<file path="config.mk">
export PLATFORM = sky130hd
export DESIGN_NAME = cache_refill_ctrl
export DESIGN_NICKNAME = d
export VERILOG_FILES = /design/src/rtl/cache_refill_ctrl_pkg.sv /design/src/rtl/cache_refill_ctrl_line_fill_buffer.sv /design/src/rtl/cache_refill_ctrl.sv
export SDC_FILE = /design/constraint.sdc
export NUM_CORES = 1
export LEC_CHECK = 0
export BUFFER_PORTS_ARGS = -buffer_cell sky130_fd_sc_hd__buf_2
export CORE_AREA = 2 2 290 263
export DETAILED_ROUTE_END_ITERATION = 10
export DIE_AREA = 0 0 292 265
export GPL_TIMING_DRIVEN = 1
export MAX_ROUTING_LAYER = met4
export RECOVER_POWER = 50
export SYNTH_ARGS = -nofsm -noshare
export SYNTH_HDL_FRONTEND = slang
export SYNTH_SLANG_ARGS = --single-unit
</file>
<file path="constraint.sdc">
create_clock -name clk -period 37.5 [get_ports clk]
set_clock_uncertainty 0.15 [all_clocks]
set_input_delay 1.875 -clock clk [delete_from_list [all_inputs] [get_ports clk]]
set_output_delay 1.875 -clock clk [all_outputs]
set_load 0.005 [all_outputs]
</file>
<file path="src/rtl/cache_refill_ctrl_pkg.sv">
// Shared definitions for the cache refill controller.
//   - state_t   : controller state encoding
//   - line field offsets (valid bit, first data bit)
//   - helper functions that derive tag width, words per line and packed line width
package cache_refill_ctrl_pkg;

  localparam int ADDR_W    = 32;
  localparam int VALID_BIT = 0;
  localparam int DATA_LSB  = 1;

  typedef enum logic [2:0] {
    IDLE    = 3'd0,
    LOOKUP  = 3'd1,
    CHECK   = 3'd2,
    FILL    = 3'd3,
    INSTALL = 3'd4,
    DONE    = 3'd5
  } state_t;

  function automatic int tag_bits(input int index_bits, input int block_offset);
    return ADDR_W - index_bits - block_offset;
  endfunction

  function automatic int words_per_line(input int block_offset);
    return 2 ** (block_offset - 2);
  endfunction

  function automatic int line_length(input int tag_w, input int wpl, input int word_w);
    return tag_w + wpl * word_w + 1;
  endfunction

endpackage

</file>
<file path="src/rtl/cache_refill_ctrl_line_fill_buffer.sv">
// Line fill buffer: beat counter plus the packed data words of one cache line.
//   clk, rst   : clock, async active-high reset (clears counter and data)
//   clr        : restart the fill at word 0
//   wr, wdata  : store wdata into word[cnt] and advance cnt (wraps after last word)
//   cnt        : index of the word the next beat fills
//   data       : packed words, word k at [k*WORD_SIZE +: WORD_SIZE]
//   last       : cnt points at the final word of the line
module line_fill_buffer #(
  parameter int WORD_SIZE      = 32,
  parameter int WORDS_PER_LINE = 16,
  parameter int CNT_W          = 4
) (
  input  logic                                clk,
  input  logic                                rst,
  input  logic                                clr,
  input  logic                                wr,
  input  logic [WORD_SIZE-1:0]                wdata,
  output logic [CNT_W-1:0]                    cnt,
  output logic [WORDS_PER_LINE*WORD_SIZE-1:0] data,
  output logic                                last
);

  always_ff @(posedge clk or posedge rst) begin
    if (rst)      cnt <= '0;
    else if (clr) cnt <= '0;
    else if (wr)  cnt <= cnt + 1'b1;
  end

  // Every word is overwritten before an install, so clr leaves the data alone.
  always_ff @(posedge clk or posedge rst) begin
    if (rst)     data <= '0;
    else if (wr) data[cnt*WORD_SIZE +: WORD_SIZE] <= wdata;
  end

  assign last = (cnt == CNT_W'(WORDS_PER_LINE - 1));

endmodule

</file>
<file path="src/rtl/cache_refill_ctrl.sv">
// Miss-handling controller in front of a direct-mapped cache array.
// Each CPU access goes LOOKUP -> CHECK; a hit finishes in DONE, a miss fills the
// line word by word from memory, installs it with a one-cycle full-line write and
// re-runs the lookup. The CPU is stalled for the whole access.
//   cpu_req/cpu_addr      : access request, sampled in IDLE only
//   cpu_stall/cpu_done    : stall while busy, one-cycle done pulse on hit
//   cache_enable/addr/hit : array lookup interface (hit is registered by the array)
//   cache_full_line_wr    : one-cycle install strobe, cache_new_line carries the line
//   mem_req/addr/ack/rdata: single-word read interface for the fill
module cache_refill_ctrl
  import cache_refill_ctrl_pkg::*;
#(
  parameter int WORD_SIZE      = 32,
  parameter int INDEX_BITS     = 5,
  parameter int BLOCK_OFFSET   = 6,
  parameter int TAG_BITS       = tag_bits(INDEX_BITS, BLOCK_OFFSET),
  parameter int WORDS_PER_LINE = words_per_line(BLOCK_OFFSET),
  parameter int LINE_LENGTH    = line_length(TAG_BITS, WORDS_PER_LINE, WORD_SIZE)
) (
  input  logic                   clk,
  input  logic                   rst,
  input  logic                   cpu_req,
  input  logic [ADDR_W-1:0]      cpu_addr,
  output logic                   cpu_stall,
  output logic                   cpu_done,
  output logic                   cache_enable,
  output logic [ADDR_W-1:0]      cache_addr,
  input  logic                   cache_hit,
  output logic                   cache_full_line_wr,
  output logic [LINE_LENGTH-1:0] cache_new_line,
  output logic                   mem_req,
  output logic [ADDR_W-1:0]      mem_addr,
  input  logic                   mem_ack,
  input  logic [WORD_SIZE-1:0]   mem_rdata
);

  localparam int CNT_W = BLOCK_OFFSET - 2;

  state_t                              state, state_nxt;
  logic [ADDR_W-1:0]                   addr_q;
  logic                                fill_clr, fill_wr, fill_last;
  logic [CNT_W-1:0]                    fill_cnt;
  logic [WORDS_PER_LINE*WORD_SIZE-1:0] fill_data;

  always_ff @(posedge clk or posedge rst) begin
    if (rst) begin
      state  <= IDLE;
      addr_q <= '0;
    end else begin
      state <= state_nxt;
      if (state == IDLE && cpu_req) addr_q <= cpu_addr;
    end
  end

  always_comb begin
    state_nxt          = state;
    cpu_stall          = 1'b0;
    cpu_done           = 1'b0;
    cache_enable       = 1'b0;
    cache_full_line_wr = 1'b0;
    mem_req            = 1'b0;
    fill_clr           = 1'b0;
    case (state)
      IDLE: if (cpu_req) state_nxt = LOOKUP;
      LOOKUP: begin
        cpu_stall    = 1'b1;
        cache_enable = 1'b1;
        state_nxt    = CHECK;
      end
      CHECK: begin
        cpu_stall    = 1'b1;
        cache_enable = 1'b1;
        if (cache_hit) begin
          state_nxt = DONE;
        end else begin
          fill_clr  = 1'b1;
          state_nxt = FILL;
        end
      end
      FILL: begin
        cpu_stall = 1'b1;
        mem_req   = 1'b1;
        if (mem_ack && fill_last) state_nxt = INSTALL;
      end
      INSTALL: begin
        cpu_stall          = 1'b1;
        cache_enable       = 1'b1;
        cache_full_line_wr = 1'b1;
        state_nxt          = LOOKUP;
      end
      DONE: begin
        cpu_done  = 1'b1;
        state_nxt = IDLE;
      end
      default: state_nxt = IDLE;
    endcase
  end

  // Acks outside FILL never reach the buffer.
  assign fill_wr = (state == FILL) && mem_ack;

  line_fill_buffer #(
    .WORD_SIZE      (WORD_SIZE),
    .WORDS_PER_LINE (WORDS_PER_LINE),
    .CNT_W          (CNT_W)
  ) u_fill (
    .clk   (clk),
    .rst   (rst),
    .clr   (fill_clr),
    .wr    (fill_wr),
    .wdata (mem_rdata),
    .cnt   (fill_cnt),
    .data  (fill_data),
    .last  (fill_last)
  );

  assign cache_addr = addr_q;
  assign mem_addr   = {addr_q[ADDR_W-1:BLOCK_OFFSET], fill_cnt, 2'b00};

  // Valid bit follows the install strobe so the whole image reads zero out of reset.
  assign cache_new_line = {addr_q[ADDR_W-1 -: TAG_BITS], fill_data, cache_full_line_wr};

endmodule

</file>
==> summary.txt, run 1 <==
Drt
  • Met1 wire length: 35.1 mm
  • Final antenna-violating net count: 0
  • DR iter-0 viols: 1131
  • Avg WL per Cell: 22.4 um
  • Routed wl met3: 5.42 mm
  • DRT Wirelength: 80.1 mm
  • Drt pass-1 iters: 5
  • Vias per cell: 4.75
  • Met2 wire length: 37.2 mm
  • Routed vias: 16.9k
  • Top sig layer: met4
  • Drt drc: 0

Timing
  • Least-Margin Pin Slew: 4530 ps
  • Worst slew margin: -204%
  • Final Hold Viols: 0
  • Setup TNS Final: 0 ps
  • Final setup margin: 28340 ps
  • Setup violators final: 0
  • FMAX: 109 MHz
  • RSZ-0062 raised after global routing: false
  • Clock period minus worst slack: 9160 ps
  • Max-slew violations: 541
  • Final hold slack: 325 ps
  • Final Cycle Share: 24.4%

Synthesis
  • Most common cell in the synthesized netlist: dfrtp_1
  • Syn. warnings: 0
  • Post-synth top flop: dfrtp_1
  • Area of the mapped netlist: 0.0222 mm^2
  • Most frequent cells after synthesis: 551 x dfrtp_1, 459 x nand2_1, 296 x o21ai_0
  • Syn avg cell area: 11.1 um^2
  • Cell variety after synth: 47
  • Post-synthesis sequential area ratio: 62.2%
  • Synthesized flop and latch total: 551
  • EDFF count, synth: 0
  • Area leader, netlist: dfrtp_1
  • Synth top area cells: dfrtp_1 62%, mux2_2 8.6%, nand2_1 7.8%
  • Mapped Cells: 2001
  • Yosys top cell area share: 62.2%
  • Async SR Flop Fraction: 100%

Finish
  • Area grow syn2layout: 23.9%
  • Post-Layout Cell Count: 3567
  • Fraction of layout cells with a size suffix above 1: 23.4%
  • Nets@finish: 2622

CTS
  • Postcts setup bufs: 0
  • Worst skew pair latency: 600 ps
  • # resized after CTS: 0
  • Clk buf depth: 3
  • Cts hold-fix bufs: 0
  • CTS HTree Levels: 2
  • TritonCTS clock tree: yes
  • Clock transition at path regs: 60 ps
  • CTS Buf Count: 56
  • CTS Root Cell: clkbuf_16
  • Clock Sinks: 551

Floorplan
  • Site Rows: 95
  • Die area: 0.0774 mm^2
  • Die Y: 265 um
  • Die width: 292 um
  • IO Pins: 672
  • Core area: 0.0743 mm^2
  • Initial Utilization: 29.8%

Global routing
  • First-pass GRT wire length: 116 mm
  • Antenna violations before repair: 5
  • Gr ovfl total: 0
  • Overall global routing resource usage: 20.7%
  • Largest net degree at the start of global routing: 178
  • Number of global-route vias before repair: 16.5k

Setup path
  • Setup CP Type: primary input to asynchronous set/reset pin
  • Startpoint types: primary input
  • Worst Path Max Fanout: 104
  • Crit Reg-Reg Endpoint: u_fill.data[160]
  • Critical path capture point type: asynchronous set/reset pin
  • Crit path arrival time: 9630 ps
  • R2R depth: 7
  • Worst reg2reg path startpoint: u_fill.cnt[0]
  • R2r setup slk: 32770 ps
  • Worst endpoint required time: 37960 ps

Job
  • MaxCap Viol Count: 9

Place
  • Port bufs: 669
  • Detail Placement HPWL: 54.6 mm
  • Pre-CTS WS: 31960 ps
  • Routability cong.: 0.825
  • Post-Place Cells: 3462

Worst hold path
  • Min-delay worst type: flip-flop to flip-flop
  • Hold Crit Start: u_fill.data[245]
  • Hold path endpoint: u_fill.data[245]
  • Worst hold stages: 2

Power and ir drop
  • VDD IR max: 41.3 uV
  • Leakage: 12.8 nW
  • Tot Pwr: 0.00186 W
  • Pwr/cell area: 67.6 mW/mm^2

Status
  • Failing checks: capacitance limit, slew limit
  • Status: complete, but fails checks
==> registers in the layout, indices dropped and copies added (netlist names) <==
signal and count:
u_fill.data 512, cache_addr 32, u_fill.cnt 4, state 3
==> worst max-delay path by stage <==
stage / startpoint / to / cells after the start
floorplan: rst / cache_addr[0] / 1
CTS: rst / u_fill.data[479] / 5
detailed placement: rst / u_fill.data[158] / 5
global placement: rst / u_fill.data[286] / 5
finish: rst / u_fill.data[479] / 5
global route: rst / u_fill.data[479] / 5
==> critical path, stage by stage <==
cell and delay (ps):
buf_2 100, clkinvlp_2 2520, clkbuf_1 3060, buf_4 1070, buf_4 810
==> final cells by class <==
cell class,count,area (um^2)
fillers,7649,46800
well taps,970,1210
flip-flops and latches,551,13800
repair buffers,700,3070
multi-input cells,1204,7200
diodes,2,5.00
clock buffers,79,1660
inverters,37,140
clock inverters,24,390
==> kinds of logic after synthesis <==
kind of cell	Yosys count	share of synthesized area, %
AO/OA/AOI/OAI	372	8.64
XOR/XNOR	5	0.198
adder cells (fa/ha/maj)	3	0.169
buffers and inverters	247	5.89
flip-flops	551	62.2
multiplexers	217	11.0
other	1	0.0169
AND/OR/NAND/NOR	605	11.8
==> placed cells by master (no fill, tap or decap), drive strengths merged <==
cell      Yosys  layout
or4           2       2
a21o          1       1
and4b         1       1
buf          95     301
nand3        57      57
xnor2         3       3
nor3b         4       4
nor3          5       5
nand2       461     461
ha            3       3
clkbuf      115     478
nor2         16      16
mux2i        33      33
dfrtp       551     551
nor4b         1       1
o21ai       361     361
clkinv        0      10
mux2        184     184
or2           4       4
and4          1       1
nand4         6       6
nor2b         4       4
o21a          1       1
nor4          3       3
nand2b        3       3
o2111ai       6       6
a221oi        1       1
conb          1       2
a21oi         2       2
inv          37      39
clkinvlp      0       3
and3b         2       2
bufinv        0       9
diode         0       2
xor2          2       2
and2         35      35
==> per-stage QoR <==
step | util (%) | area, um^2
after CTS | 37.7 | 28000
after detailed placement | 35.0 | 26000
after global routing | 37.0 | 27500
final | 37.0 | 27500
after global placement | 35.0 | 26000
after floorplan | - | 22200
==> report_power, final <==
group	internal [W]	switching, W	total, W
Sequential	0.000696	0.0000716	0.000768
Clock	0.000371	0.000247	0.000618
Combinational	0.000169	0.000302	0.000471
Total	0.00124	0.000622	0.00186
==> routing by layer <==
metal  GRT usage, %  up-vias
li1               -     7709
met1           27.2     8506
met2           32.1      589
met3           4.59      134
met4           5.96        0
met5              -        -
Note: power is estimated with default switching activity, not from simulation.
==> run 2, diff against run 1 <==
ABC_AREA = 1   (was unset)
CORE_AREA = 2 2 300 272   (was 2 2 290 263)
DIE_AREA = 0 0 302 274   (was 0 0 292 265)
clock period = 8.6 ns   (was 37.5 ns; I/O delays follow)
==> summary.txt, run 2 <==
Synthesis
  • Most frequent cells after synthesis: 952 x nand2_1, 551 x dfrtp_1, 357 x nand3_1
  • Area of the mapped netlist: 0.0238 mm^2
  • Most common cell in the synthesized netlist: nand2_1
  • Complex-gate fraction of the synthesized area: 5.60%
  • Syn avg cell area: 8.65 um^2
  • Post-Synth Simple-Gate Area: 28.7%
  • Syn. warnings: 0
  • Mapped Cells: 2746
  • Cell variety after synth: 31
  • Largest family of logic cells by synthesized area: simple AND/OR/NAND/NOR gates
  • EDFF count, synth: 0
  • Synth Area in XOR/XNOR: 0.0369%
  • Post-synthesis sequential area ratio: 58.0%
  • Synth top area cells: dfrtp_1 58%, nand2_1 15%, nand3_1 7.5%
  • Post-Synth Adder-Cell Area: 0.158%
  • Async SR Flop Fraction: 100%
  • Area leader, netlist: dfrtp_1
  • Synthesized flop and latch total: 551
  • Post-synthesis mux area share: 1.52%
  • Post-synth top flop: dfrtp_1
  • Yosys top cell area share: 58.0%

Finish
  • Filler instances: 8427
  • Max reg flops: 512
  • Area grow syn2layout: 23.8%
  • Fraction of layout cells with a size suffix above 1: 12.8%
  • Most frequent cells in the layout: 949 x nand2_1, 550 x dfrtp_1, 449 x clkbuf_1
  • Most common cell after layout, fill and taps aside: nand2_1
  • Nets@finish: 3368
  • Post-Layout Cell Count: 4400
  • Largest reg by FF count: u_fill.data
  • Design area: 0.0294 mm^2

Floorplan
  • Initial Utilization: 29.7%
  • IO Pins: 672
  • Die Y: 274 um
  • Site Rows: 99
  • Die area: 0.0827 mm^2
  • Die width: 302 um
  • Core area: 0.0801 mm^2

Power and ir drop
  • Tot Pwr: 0.00811 W
  • Pwr/cell area: 276 mW/mm^2
  • VDD IR max: 348 uV
  • Leakage: 14.1 nW

Timing
  • Final setup margin: 3490 ps
  • FMAX: 196 MHz
  • Final Cycle Share: 59.4%
  • Setup violators final: 0
  • RSZ-0062 raised after global routing: false
  • Setup TNS Final: 0 ps
  • Worst slew margin: -180%
  • Max-slew violations: 263
  • Clock period minus worst slack: 5110 ps
  • Final Hold Viols: 0
  • Least-Margin Pin Slew: 4200 ps

Global routing
  • Gr ovfl total: 0
  • Largest net degree at the start of global routing: 142
  • First-pass GRT wire length: 143 mm
  • Antenna violations before repair: 1
  • Overall global routing resource usage: 23.9%
  • Number of global-route vias before repair: 20.5k

Place
  • Routability cong.: 0.841
  • DP Area: 0.0276 mm^2
  • Port bufs: 669
  • Post-Place Cells: 4249
  • Pre-CTS WS: 3570 ps
  • Detail Placement HPWL: 65.9 mm

CTS
  • Clk buf depth: 3
  • Postcts setup bufs: 0
  • CTS Root Cell: clkbuf_16
  • Worst skew pair latency: 640 ps
  • Clock Sinks: 551
  • CTS Buf Count: 61
  • TritonCTS clock tree: yes
  • Clock transition at path regs: 60 ps
  • Cts hold-fix bufs: 44
  • CTS HTree Levels: 2
  • # resized after CTS: 0

Drt
  • Final antenna-violating net count: 0
  • Avg WL per Cell: 22.6 um
  • DRT Wirelength: 99.6 mm
  • Routed vias: 21.8k
  • Vias per cell: 4.96
  • Drt drc: 0
  • DR iter-0 viols: 1903
  • Drt pass-1 iters: 7

Setup path
  • Worst endpoint required time: 8960 ps
  • Setup CP Type: flip-flop to flip-flop
  • Critical path capture point type: flip-flop
  • Crit-path cells: nor3_1 > ha_2 > buf_4 > nand2_1 > nor2_4 > buf_4 > buf_4 > nand4_4 > o21ai_0
  • Crit path top cell by count: buf_4
  • Startpoint types: flip-flop
  • Worst Path Max Fanout: 64
  • Slowest CP cell: dfrtp_2
  • Crit path arrival time: 5470 ps
  • Critical path's largest stage delay: 910 ps

Worst hold path
  • Min-delay worst type: primary input to flip-flop

Status
  • Status: complete, but fails checks
  • Failing checks: capacitance limit, slew limit

Job
  • MaxCap Viol Count: 3
==> run 2: cell types whose count changed after synthesis, moves of 33 or more <==
cell     previous run  this run
and2_1             34         0
mux2_2            170        32
mux2i_1            33         0
nand2_1           459       952
nand3_1            57       357
nor2_1             15       132
nor3_1              5        49
nor4_1              0        56
o21ai_0           296       184
==> run 2: worst max-delay path: cells and delay by family (launching register included) <==
family	cells	cell delay (ps)
compound gates	1	480
fa+ha+maj	1	350
buf+inv	3	1670
flops	1	910
simple gates	4	1330
==> run 2: path summary, 6_finish.rpt <==
kind	from	to	slack, ps	cells past startpoint
worst max-delay path	u_fill.cnt[0]	u_fill.data[273]	3490	9
worst min-delay path	mem_rdata[11]	u_fill.data[11]	30	3
worst max register to register	u_fill.cnt[0]	u_fill.data[273]	3490	9
worst min register to register	u_fill.data[402]	u_fill.data[402]	320	2
max in group asynchronous	rst	u_fill.data[481]	3910	5
min in group asynchronous	rst	u_fill.data[213]	1350	4
==> run 2: cell type report <==
type / count / area (um^2) / area share, %
tap: 1060 / 1330 / 4.51
sequential: 551 / 13800 / 46.9
multi-input combinational: 1897 / 8660 / 29.4
clock buffer: 91 / 1810 / 6.16
antenna: 1 / 2.50 / 0.00851
timing repair buffer: 749 / 3520 / 12.0
inverter: 36 / 141 / 0.481
clock inverter: 15 / 168 / 0.570
==> run 2: power breakdown <==
group          switching (W)  internal, W
Sequential          0.000137      0.00272
Combinational        0.00211     0.000522
Clock                0.00112      0.00150
Total                0.00336      0.00475
==> run 2: through the flow <==
stage,utilization [%],hold slack (ps)
6_report,36.7,32.1
5_1_grt,36.7,23.8
4_1_cts,37.4,2.37
3_5_place_dp,34.4,303
3_3_place_gp,34.4,299
2_1_floorplan,-,315
==> run 2: layer usage <==
| metal | global-route usage, % | up-vias | wire length [um] |
|---|---|---|---|
| li1 | - | 10000 | - |
| met1 | 31.0 | 10700 | 42200 |
| met2 | 36.8 | 904 | 45700 |
| met3 | 4.96 | 195 | 7590 |
| met4 | 8.91 | 0 | 4190 |
| met5 | - | - | 0 |
==> run 2: kinds of logic (layout without fill, tap and decap cells) <==
group	count (synthesis)	in the layout
AOI/OAI and AO/OA	265	265
xor gates and xnor gates	1	1
adders and majority gates	3	3
buffers and inverters	299	891
DFF	551	551
muxes	32	32
other	1	3
and+or+nand+nor	1594	1594
==> run 3, diff against run 2 <==
clock period = 4.9 ns   (was 8.6 ns; I/O delays follow)
==> summary.txt, run 3 (synthesis gave the netlist of run 2 again) <==
Setup path
  • Crit Reg-Reg Endpoint: u_fill.data[165]
  • R2R depth: 8
  • Setup CP Type: primary input to asynchronous set/reset pin
  • R2r setup slk: 1170 ps
  • Crit path arrival time: 3840 ps
  • Critical path capture point type: asynchronous set/reset pin
  • Startpoint types: primary input
  • Worst reg2reg path startpoint: u_fill.cnt[0]
  • Worst Path Max Fanout: 103
  • Worst endpoint required time: 4920 ps

Finish
  • Fraction of layout cells with a size suffix above 1: 14.1%
  • Most common cell after layout, fill and taps aside: nand2_1
  • Area grow syn2layout: 25.5%
  • Filler instances: 8410
  • Max reg flops: 512
  • Largest reg by FF count: u_fill.data
  • Most frequent cells in the layout: 949 x nand2_1, 550 x dfrtp_1, 412 x clkbuf_1
  • Nets@finish: 3396
  • Post-Layout Cell Count: 4430

CTS
  • Clock Sinks: 551
  • TritonCTS clock tree: yes
  • Cts hold-fix bufs: 69
  • CTS Root Cell: clkbuf_16
  • Postcts setup bufs: 0
  • Worst skew pair latency: 630 ps
  • CTS Buf Count: 61
  • # resized after CTS: 0
  • Clock transition at path regs: 60 ps
  • Clk buf depth: 3
  • CTS HTree Levels: 2

Power and ir drop
  • Pwr/cell area: 486 mW/mm^2
  • VDD IR max: 833 uV
  • Tot Pwr: 0.0145 W
  • Leakage: 14.5 nW

Worst hold path
  • Worst hold stages: 3
  • Min-delay worst type: primary input to flip-flop
  • Hold Crit Start: cpu_addr[4]
  • Hold path endpoint: cache_addr[4]

Place
  • Routability cong.: 0.841
  • Post-Place Cells: 4252
  • Detail Placement HPWL: 66.8 mm
  • Port bufs: 669

Timing
  • Final Cycle Share: 78.1%
  • Final Hold Viols: 0
  • Least-Margin Pin Slew: 2670 ps
  • Clock period minus worst slack: 3820 ps
  • RSZ-0062 raised after global routing: false
  • Max-slew violations: 322
  • Worst slew margin: -78.2%
  • Setup violators final: 0
  • FMAX: 261 MHz

Status
  • Status: complete, but fails checks
  • Failing checks: capacitance limit, slew limit

Global routing
  • Number of global-route vias before repair: 20.6k
  • First-pass GRT wire length: 142 mm
  • Antenna violations before repair: 1
  • Gr ovfl total: 0
  • Overall global routing resource usage: 23.9%
  • Largest net degree at the start of global routing: 141

Floorplan
  • IO Pins: 672
  • Initial Utilization: 29.7%
  • Die width: 302 um
  • Core area: 0.0801 mm^2
  • Die area: 0.0827 mm^2
  • Die Y: 274 um
  • Site Rows: 99

Job
  • MaxCap Viol Count: 4

Drt
  • DR iter-0 viols: 1773
  • Vias per cell: 4.96
  • Routed vias: 22.0k
  • Drt pass-1 iters: 5
  • Avg WL per Cell: 22.5 um
  • Final antenna-violating net count: 0
  • Drt drc: 0
  • DRT Wirelength: 99.6 mm
run 3: metrics by stage:
step                      setup TNS [ps]  area (um^2)  setup slack (ps)  util (%)  hold WS, ps
after floorplan                 -1649050        23800             -2990         -          239
after global placement                 0        27600              1270      34.5          264
after detailed placement               0        27600              1140      34.5          271
after CTS                              0        30400              1100      37.9          131
after global routing                   0        29800               494      37.2          215
final                                  0        29800              1080      37.2          222
run 3: worst max path at each step:
stage	cells past startpoint	slack (ps)	to	startpoint
final	4	1080	u_fill.data[0]	rst
after CTS	7	1100	u_fill.data[274]	u_fill.cnt[0]
after global routing	4	490	u_fill.data[382]	rst
after global placement	7	1270	u_fill.data[187]	u_fill.cnt[0]
after floorplan	1	-2990	cache_addr[0]	rst
after detailed placement	7	1140	u_fill.data[274]	u_fill.cnt[0]
run 3: final cells by class:
class | count | area, um^2 | share of cell area (%)
Tap cell | 1060 | 1330 | 4.45
Multi-Input combinational cell | 1897 | 8670 | 29.1
Clock inverter | 19 | 284 | 0.952
Antenna cell | 1 | 2.50 | 0.00839
Timing Repair Buffer | 777 | 3850 | 12.9
Clock buffer | 89 | 1760 | 5.91
Inverter | 36 | 141 | 0.474
Sequential cell | 551 | 13800 | 46.2
run 3: worst max-delay path, cell delays in order:
cell and delay, ps:
dlygate4sd3_1 540, buf_2 130, clkinvlp_2 800, clkbuf_2 1930
run 3: per-layer routing:
| layer | vias up | GRT usage [%] | wire length, um |
|---|---|---|---|
| met4 | 0 | 9.82 | 4460 |
| met5 | - | - | 0 |
| met2 | 934 | 37.0 | 45800 |
| li1 | 10100 | - | - |
| met3 | 197 | 5.68 | 8060 |
| met1 | 10700 | 30.0 | 41300 |
run 3: power breakdown:
| group | switching, W | internal (W) | leakage [nW] |
|---|---|---|---|
| Combinational | 0.00377 | 0.000977 | 5.83 |
| Clock | 0.00197 | 0.00280 | 0.999 |
| Sequential | 0.000205 | 0.00478 | 7.62 |
| Total | 0.00594 | 0.00855 | 14.5 |
